### config.mk
export PLATFORM = sky130hd
export DESIGN_NAME = e_reduce_acc
export DESIGN_NICKNAME = d
export VERILOG_FILES = /design/src/rtl/e_reduce_acc.sv
export SDC_FILE = /design/constraint.sdc
export NUM_CORES = 1
export LEC_CHECK = 0
export ABC_CLOCK_PERIOD_IN_PS = 2720
export BUFFER_PORTS_ARGS = -buffer_cell sky130_fd_sc_hd__buf_2
export CAP_MARGIN = 5
export CORE_ASPECT_RATIO = 0.8
export CORE_UTILIZATION = 45
export DETAILED_ROUTE_END_ITERATION = 10
export PLACE_DENSITY = 0.66
export REMOVE_ABC_BUFFERS = 1
export SLEW_MARGIN = 40
export SYNTH_ARGS = -nofsm -noshare
export SYNTH_HDL_FRONTEND = slang
export SYNTH_SLANG_ARGS = --single-unit
### constraint.sdc
create_clock -name clk -period 2.72 [get_ports clk]
set_clock_uncertainty 0.1 [all_clocks]
set_input_delay 0.272 -clock clk [delete_from_list [all_inputs] [get_ports clk]]
set_output_delay 0.272 -clock clk [all_outputs]
set_load 0.03 [all_outputs]
### src/rtl/e_reduce_acc.sv
// e_reduce_acc
//    Collects a frame of N words of B bits and reduces them column-wise
//    with a bitwise operator chosen at the start of the frame. The column
//    result is then reduced to a single bit. The result is held until the
//    consumer accepts it.
//
// Ports
//    clk        single clock, rising edge
//    rst_n      asynchronous active-low reset
//    clr        synchronous frame abort (wins over in_valid / out_ready)
//    mode       operator: 0=AND, 1=OR, 2=XOR, 3=XNOR (sampled on the first word)
//    in_valid   in_word is valid
//    in_ready   block accepts a word this cycle (low only while holding a result)
//    in_word    data word, B bits
//    out_valid  frame result available
//    out_ready  consumer takes the result
//    col_out    column-wise reduction of the frame (0 when out_valid=0)
//    red_out    full reduction of col_out under the frame mode (0 when out_valid=0)
//    busy       high whenever a frame is in progress or a result is held
module e_reduce_acc #(
   parameter int B = 5,
   parameter int N = 3
) (
   input  logic         clk,
   input  logic         rst_n,
   input  logic         clr,
   input  logic [1:0]   mode,
   input  logic         in_valid,
   output logic         in_ready,
   input  logic [B-1:0] in_word,
   output logic         out_valid,
   input  logic         out_ready,
   output logic [B-1:0] col_out,
   output logic         red_out,
   output logic         busy
);

   localparam int CW = $clog2(N + 1);
   localparam logic [CW-1:0] N_CNT = CW'(N);
   localparam logic [CW-1:0] ONE_CNT = CW'(1);

   typedef enum logic [1:0] {
      IDLE = 2'd0,
      ACC  = 2'd1,
      HOLD = 2'd2
   } state_t;

   state_t         state_r, nxt_state_s;
   logic [B-1:0]   acc_r, nxt_acc_s;
   logic [CW-1:0]  cnt_r, nxt_cnt_s;
   logic [1:0]     mode_r, nxt_mode_s;

   logic           in_ready_r, out_valid_r, red_out_r, busy_r;
   logic [B-1:0]   col_out_r;

   // Column operator; XNOR frames accumulate with XOR, the inversion only
   // applies to the final single-bit reduction.
   function automatic logic [B-1:0] combine(input logic [B-1:0] a,
                                            input logic [B-1:0] b,
                                            input logic [1:0]   m);
      logic [B-1:0] r;
      case (m)
         2'd0:    r = a & b;
         2'd1:    r = a | b;
         default: r = a ^ b;
      endcase
      return r;
   endfunction

   // Single-bit reduction of the accumulated column word.
   function automatic logic reduce_bits(input logic [B-1:0] v,
                                        input logic [1:0]   m);
      logic r;
      case (m)
         2'd0:    r = &v;
         2'd1:    r = |v;
         2'd2:    r = ^v;
         default: r = ~^v;
      endcase
      return r;
   endfunction

   // Next-state and next-datapath computation.
   always_comb begin
      nxt_state_s = state_r;
      nxt_acc_s   = acc_r;
      nxt_cnt_s   = cnt_r;
      nxt_mode_s  = mode_r;
      if (clr) begin
         nxt_state_s = IDLE;
         nxt_acc_s   = '0;
         nxt_cnt_s   = '0;
      end else begin
         case (state_r)
            IDLE: begin
               if (in_valid) begin
                  nxt_mode_s  = mode;
                  nxt_acc_s   = in_word;
                  nxt_cnt_s   = ONE_CNT;
                  nxt_state_s = (N_CNT == ONE_CNT) ? HOLD : ACC;
               end else begin
                  nxt_state_s = IDLE;
               end
            end
            ACC: begin
               if (in_valid) begin
                  nxt_acc_s   = combine(acc_r, in_word, mode_r);
                  nxt_cnt_s   = cnt_r + ONE_CNT;
                  nxt_state_s = ((cnt_r + ONE_CNT) == N_CNT) ? HOLD : ACC;
               end else begin
                  nxt_state_s = ACC;
               end
            end
            HOLD: begin
               // in_valid is ignored here; only the consumer can release.
               if (out_ready) begin
                  nxt_state_s = IDLE;
                  nxt_acc_s   = '0;
                  nxt_cnt_s   = '0;
               end else begin
                  nxt_state_s = HOLD;
               end
            end
            default: begin
               nxt_state_s = IDLE;
               nxt_acc_s   = '0;
               nxt_cnt_s   = '0;
            end
         endcase
      end
   end

   // State, datapath and outputs; outputs are registered from the next state
   // so they line up with the state they describe.
   always_ff @(posedge clk or negedge rst_n) begin
      if (!rst_n) begin
         state_r     <= IDLE;
         acc_r       <= '0;
         cnt_r       <= '0;
         mode_r      <= 2'd0;
         in_ready_r  <= 1'b1;
         out_valid_r <= 1'b0;
         col_out_r   <= '0;
         red_out_r   <= 1'b0;
         busy_r      <= 1'b0;
      end else begin
         state_r     <= nxt_state_s;
         acc_r       <= nxt_acc_s;
         cnt_r       <= nxt_cnt_s;
         mode_r      <= nxt_mode_s;
         in_ready_r  <= (nxt_state_s != HOLD);
         out_valid_r <= (nxt_state_s == HOLD);
         col_out_r   <= (nxt_state_s == HOLD) ? nxt_acc_s : '0;
         red_out_r   <= (nxt_state_s == HOLD) ? reduce_bits(nxt_acc_s, nxt_mode_s) : 1'b0;
         busy_r      <= (nxt_state_s != IDLE);
      end
   end

   assign in_ready  = in_ready_r;
   assign out_valid = out_valid_r;
   assign col_out   = col_out_r;
   assign red_out   = red_out_r;
   assign busy      = busy_r;

endmodule
==> metrics.md, run 1 <==
| Metric | Value |
|---|---|
| Fillers | 235 |
| GR Layer Usage met2 | 23.84% |
| Rows | 16 |
| Worst setup path class | reg -> reg |
| Slowest stage delay, CP | 0.57 ns |
| WP data required | 2.86 ns |
| TritonRoute pass-1 iters | 5 |
| Peak VDD IR | 0.2892 mV |
| Placer Congestion | 0.8294 |
| R2r worst-path depth | 10 |
| Final hold vios | 0 |
| Ant diodes | 0 |
| Via/cell ratio | a little over 5 |
| CTS tree | yes |
| Critical-path maximum fanout | 9 |
| H-Tree Depth | 1 |
| CP Buf/Inv Count | 1 |
| Slew @ Worst Pin | 0.5120 ns |
| M3 GR Usage | 2.887% |
| Sequential share of the synthesized area | around two fifths |
| Synthesized cell area | 0.001285 mm² |
| Cell leakage power | 0.7775 nW |
| WHS | 0.1108 ns |
| Setup crit start kind | register |
| CP delay by family, top | compound AO/OA/AOI/OAI gates |
| Layout cells sized above 1 | approximately 25% |
| Clk Latency, worst-skew pair | about 0.29 ns |
| Core area | 0.002582 mm² |
| Clock buffer depth | 2 |
| Detailed-route via count | 940 |
| Reg-to-Reg Start | mode_r[0] |
| Yosys reg bits | 20 |
| IO buf count | 20 |
| DIE HEIGHT | roughly 50 µm |
| GR peak layer | met1 |
| Vias in the first global route | about 850 |
| FF-to-FF setup slack | roughly 0.18 ns |
| Outcome | finished clean |
| First-pass GRT wire length | 3.905 mm |
| DRC | 0 |
| Gr usage total | 17.34% |
| Worst Hold Launch | clr |
| Congestion Overflow GR | 0 |
| Post-Synthesis Cells | 128 |
| Post-layout instance count excluding filler cells | approximately 190 |
| Area Growth Syn to Fin | 13.44% |
| Detailed Route WL | ~2.4 mm |
| Slowest CP cell | dfrtp_1 |
| Root buf cell | clkbuf_4 |
| Total power | 730.6 µW |
| GRT met1 Usage | 26.64% |
| # clock sinks | 20 |
| Syn Area/Cell | 10.04 µm² |
| Psw | 198.7 µW |
| Clock power share | 32.6% |
| Maximum clock rate | 0.3931 GHz |
| Die footprint | roughly 0.0031 mm² |
| Critical path cell sequence | mux2i_1 > o21ai_0 > a222oi_1 > nor2_1 > inv_1 > ha_1 > xnor2_2 > xnor2_1 > o221ai_1 > o311a_1 |
| CTS Buf Count | 3 |
| Initial Util | 49.76% |
| Cells after DPL | 179 |
| Comb pwr share | 20.7% |
| WP data arrival | around 2.7 ns |
| Largest net degree at the start of global routing | 21 |
| Die width | slightly above 60 µm |
| Final setup violation count | 0 |
| Yosys cell types | 33 |
| Final #Nets | 177 |
| Max-cap viol count | 0 |
| Reg clk slew, reported paths | 0.11 ns |
| Hold crit path type | in -> reg |
| CP endpoint kind | register |
| Routed len/inst | 12.77 µm |
| Part of the power in registers | between 40% and 50% |
| Worst hold stages | 2 |
| Antenna violations before repair | 0 |
| RSZ-0062 raised after global routing | no |
| P_int | 532.0 µW |
| Power Dens Cells | ~500 mW/mm² |
| WP depth | 10 |
| Worst R2R End | red_out |
| Post-route minimum period | 2.544 ns |
| Worst Hold End | cnt_r[0] |
| Fin crit share | 93.52% |
| 1st-iter DRT viols | 36 |
| Synth warnings | 0 |
| Post-route ant nets | 0 |
| Headroom to the max-slew limit | between 60% and 70% |
| Sw frac | 27.19% |
| Fin Setup TNS | 0 ns |
| DP HPWL | 1.768 mm |
| Max-slew violation count | 0 |
| Num ports | 21 |
-- synthesized netlist by cell type, drive strengths merged --
cell / count / share of area, %
a211o: 1 / 0.68
a21o: 2 / 1.2
a21oi: 4 / 1.8
a222oi: 4 / 3.1
a41oi: 1 / 0.68
and2b: 1 / 0.68
and3b: 1 / 0.68
buf: 3 / 1.7
clkbuf: 3 / 3.2
dfrtp: 19 / 37
dfstp: 1 / 2.0
ha: 15 / 15
inv: 22 / 6.4
mux2i: 4 / 3.1
nand2: 11 / 3.2
nand2b: 4 / 2.1
nand3: 2 / 0.78
nand4: 1 / 0.49
nor2: 8 / 2.5
nor3: 4 / 1.6
nor3b: 1 / 0.97
nor4b: 2 / 1.4
nor4bb: 1 / 1.9
o21ai: 8 / 3.1
o221ai: 1 / 0.68
o311a: 1 / 0.78
o41ai: 1 / 2.1
xnor2: 2 / 1.4
-- repair_timing --
item,in CTS,in global routing
buffers inserted,0,1
resized for setup,0,3
hold buffers,1,0
setup endpoints to repair,0,1
hold endpoints to repair,19,0
-- state kept, by name, indices dropped and copies added, names as in the netlist --
name and cells:
state_r 2, out_valid 1, acc_r 5, mode_r 2
busy 1, red_out 1, col_out 5, cnt_r 2
in_ready 1
-- layout make-up --
class	instances	area [µm²]	area share, %
flip-flops and latches	20	503.0	34.51
clock buffers	3	22.52	1.545
inverters	22	82.58	5.665
well taps	36	45.04	3.090
multi-input cells	80	649.4	44.55
repair buffers	23	125.1	8.584
clock inverters	1	30.03	2.060
-- cell usage in the layout, fill, tap and decap left out, drive strengths merged, types with 2 or more instances in the layout --
cell type and n:
xnor2 2, nor3 4, inv 22, nand2b 4
o21ai 8, a222oi 4, dfrtp 19, nand2 11
nand3 2, ha 15, a21oi 4, mux2i 4
nor4b 2, buf 22, clkbuf 3, a21o 2
nor2 8
-- routing by layer --
layer | wire length (µm) | vias up
met3 | 103 | 4
met4 | 35 | 0
met1 | 1167 | 443
met2 | 1056 | 19
li1 | - | 474
met5 | 0 | -
-- logic make-up (layout without fill, tap and decap cells) --
group | count (synthesis) | in the layout | share of synthesized area, %
xor+xnor | 2 | 2 | 1.363
mux | 4 | 4 | 3.116
simple gates | 36 | 36 | 16.36
buf+inv | 28 | 49 | 11.30
compound gates | 23 | 23 | 14.22
flops | 20 | 20 | 39.05
fa+ha+maj | 15 | 15 | 14.61
-- power groups by stage --
stage | Clock (mW) | Combinational, mW | Sequential (mW)
finish | 0.238 | 0.151 | 0.341
global route | 0.258 | 0.171 | 0.345
CTS | 0.249 | 0.145 | 0.341
detailed placement | 0 | 0.143 | 0.348
global placement | 0 | 0.138 | 0.347
floorplan | 0 | 0.101 | 0.341
-- stage by stage --
stage / setup WS, ns / instance area, µm² / utilization [%]
after global placement: 0.1963 / 1375 / 53.25
final: 0.1761 / 1458 / 56.44
after detailed placement: 0.1212 / 1375 / 53.25
after floorplan: 0.3829 / 1222 / -
after global routing: 0.01310 / 1458 / 56.44
after CTS: 0.08614 / 1438 / 55.67
-- worst max path at each step --
| stage | start | endpoint | slack, ns |
|---|---|---|---|
| finish | mode_r[0] | red_out | 0.18 |
| global route | acc_r[0] | red_out | 0.01 |
| CTS | state_r[0] | red_out | 0.09 |
| detailed placement | state_r[0] | red_out | 0.12 |
| global placement | state_r[0] | red_out | 0.20 |
| floorplan | state_r[0] | red_out | 0.38 |
Note: power is estimated with default switching activity, not from simulation.
==> inputs of run 2 (changes only) <==
Settings changed: CORE_UTILIZATION 45 to 44, CTS_CLUSTER_DIAMETER set to 50, PLACE_DENSITY 0.66 to unset.
==> metrics.md, run 2 (synthesis gave the netlist of run 1 again) <==
| Metric | Value |
|---|---|
| IO buf count | 20 |
| Detailed Route WL | roughly 2.4 mm |
| Reg-to-Reg Start | acc_r[3] |
| Commonest cells after routing, fill and taps aside | inv_1 (22), buf_2 (20), dfrtp_1 (17) |
| 1st-iter DRT viols | 52 |
| DIE HEIGHT | 50.34 µm |
| Critical-path maximum fanout | 3 |
| Fin crit share | 92.19% |
| Area Growth Syn to Fin | 13.73% |
| WP data required | 2.82 ns |
| Final setup violation count | 0 |
| Fin Setup TNS | 0 ns |
| Total power | approximately 730 µW |
| Peak VDD IR | 0.2824 mV |
| Vias in the first global route | 933 |
| Layout cells sized above 1 | ~26% |
| CTS tree | yes |
| Slowest stage delay, CP | around 0.42 ns |
| Worst Hold End | cnt_r[0] |
| Setup Fix Bufs, Post-CTS | 0 |
| Setup crit start kind | register |
| Outcome | finished clean |
| Max-slew violation count | 0 |
| Final #Nets | 176 |
| Slowest CP cell | dfrtp_1 |
| Commonest non-fill, non-tap cell in the layout | inv_1 |
| Ant diodes | 0 |
| Placer Congestion | 0.7706 |
| Core area | roughly 0.0028 mm² |
| Post-route minimum period | 2.508 ns |
| Worst Hold Launch | clr |
| Cell leakage power | 0.7805 nW |
| CP endpoint kind | register |
| Power Dens Cells | around 500 mW/mm² |
| DP HPWL | 1.810 mm |
| Headroom to the max-slew limit | ~65% |
| Largest net degree at the start of global routing | 21 |
| Design area | 0.001461 mm² |
| Num ports | 21 |
| Clock buffer depth | 2 |
| Rows | 17 |
| TritonRoute pass-1 iters | 4 |
| DRC | 0 |
| # clock sinks | 20 |
| Via/cell ratio | just over 5 |
| Worst setup path class | reg -> reg |
| Root buf cell | clkbuf_4 |
| Final hold vios | 0 |
| Gr usage total | between 10% and 20% |
| RSZ-0062 raised after global routing | no |
| CTS Buf Count | 3 |
| Maximum clock rate | about 0.40 GHz |
| Routed len/inst | between 10 and 15 µm |
| Dpl cell area | 0.001378 mm² |
| FF-to-FF setup slack | about 0.21 ns |
| H-Tree Depth | 1 |
| Reg clk slew, reported paths | 0.11 ns |
| Post-route ant nets | 0 |
| Hold crit path type | in -> reg |
| Worst R2R End | red_out |
| Initial Util | 46.47% |
| Slew @ Worst Pin | 0.5232 ns |
| Clk Latency, worst-skew pair | 0.30 ns |
| Max-cap viol count | 0 |
| Congestion Overflow GR | 0 |
| Die footprint | 0.003142 mm² |
| Antenna violations before repair | 0 |
| Worst hold stages | 2 |
| First-pass GRT wire length | 4.112 mm |
| Die width | 62.42 µm |
| R2r worst-path depth | 10 |
| WP data arrival | 2.61 ns |
| Detailed-route via count | 937 |
| Critical path cell sequence | ha_1 > o21ai_0 > o21ai_0 > a222oi_1 > nand2b_4 > ha_1 > xnor2_2 > xnor2_1 > o221ai_1 > o311a_1 |
-- run 2: worst max-delay path by stage --
stage / startpoint / end / slack, ns
floorplan: state_r[0] / red_out / 0.38
global placement: state_r[1] / red_out / 0.23
detailed placement: state_r[1] / red_out / 0.1
CTS: state_r[1] / red_out / 0.07
global route: acc_r[3] / red_out / 0.007
finish: acc_r[3] / red_out / 0.21
-- run 2: through the flow --
step                      util (%)  hold slack, ns  setup slack (ns)  instances
after floorplan                  -         -0.1236            0.3829        122
after global placement       49.82          0.1442            0.2259        181
after detailed placement     49.82          0.1456           0.09503        181
after CTS                    52.08         0.09858           0.06571        186
after global routing         52.85          0.1031          0.006548        186
final                        52.85          0.1094            0.2125        186
-- run 2: report_power, final --
part | internal, mW | switching [mW] | leakage [nW]
combinational | 0.0702 | 0.0818 | 0.491
sequential | 0.313 | 0.0287 | 0.262
clock | 0.149 | 0.0915 | 0.0279
-- run 2: metal layers --
layer / track usage, % / wire, µm / part of all wire, %
met4: 5.814 / 29 / 1.2
met2: 30.07 / 1110 / 46
met1: 21.29 / 1157 / 48
met3: 3.409 / 112 / 4.6
met5: 0 / 0 / 0
-- run 2: cell type report --
type	count	area, µm²
clock inverter	1	30.03
fill	265	1304
timing repair buffer	22	117.6
multi-input combinational	80	656.9
inverter	22	82.58
clock buffer	3	22.52
sequential	20	504.2
tap	38	47.55
-- run 2: what timing repair did --
| item | in CTS | in global routing |
|---|---|---|
| hold endpoints to repair | 19 | 0 |
| endpoints found under the setup margin | 0 | 1 |
| hold buffers | 1 | 0 |
| resized for setup | 0 | 5 |
-- run 2: critical path, delay by kind of cell (launching register included) --
kind	cells	cell delay [ns]
compound gates	5	0.90
fa+ha+maj	2	0.44
simple gates	1	0.21
xor+xnor	2	0.35
flops	1	0.42
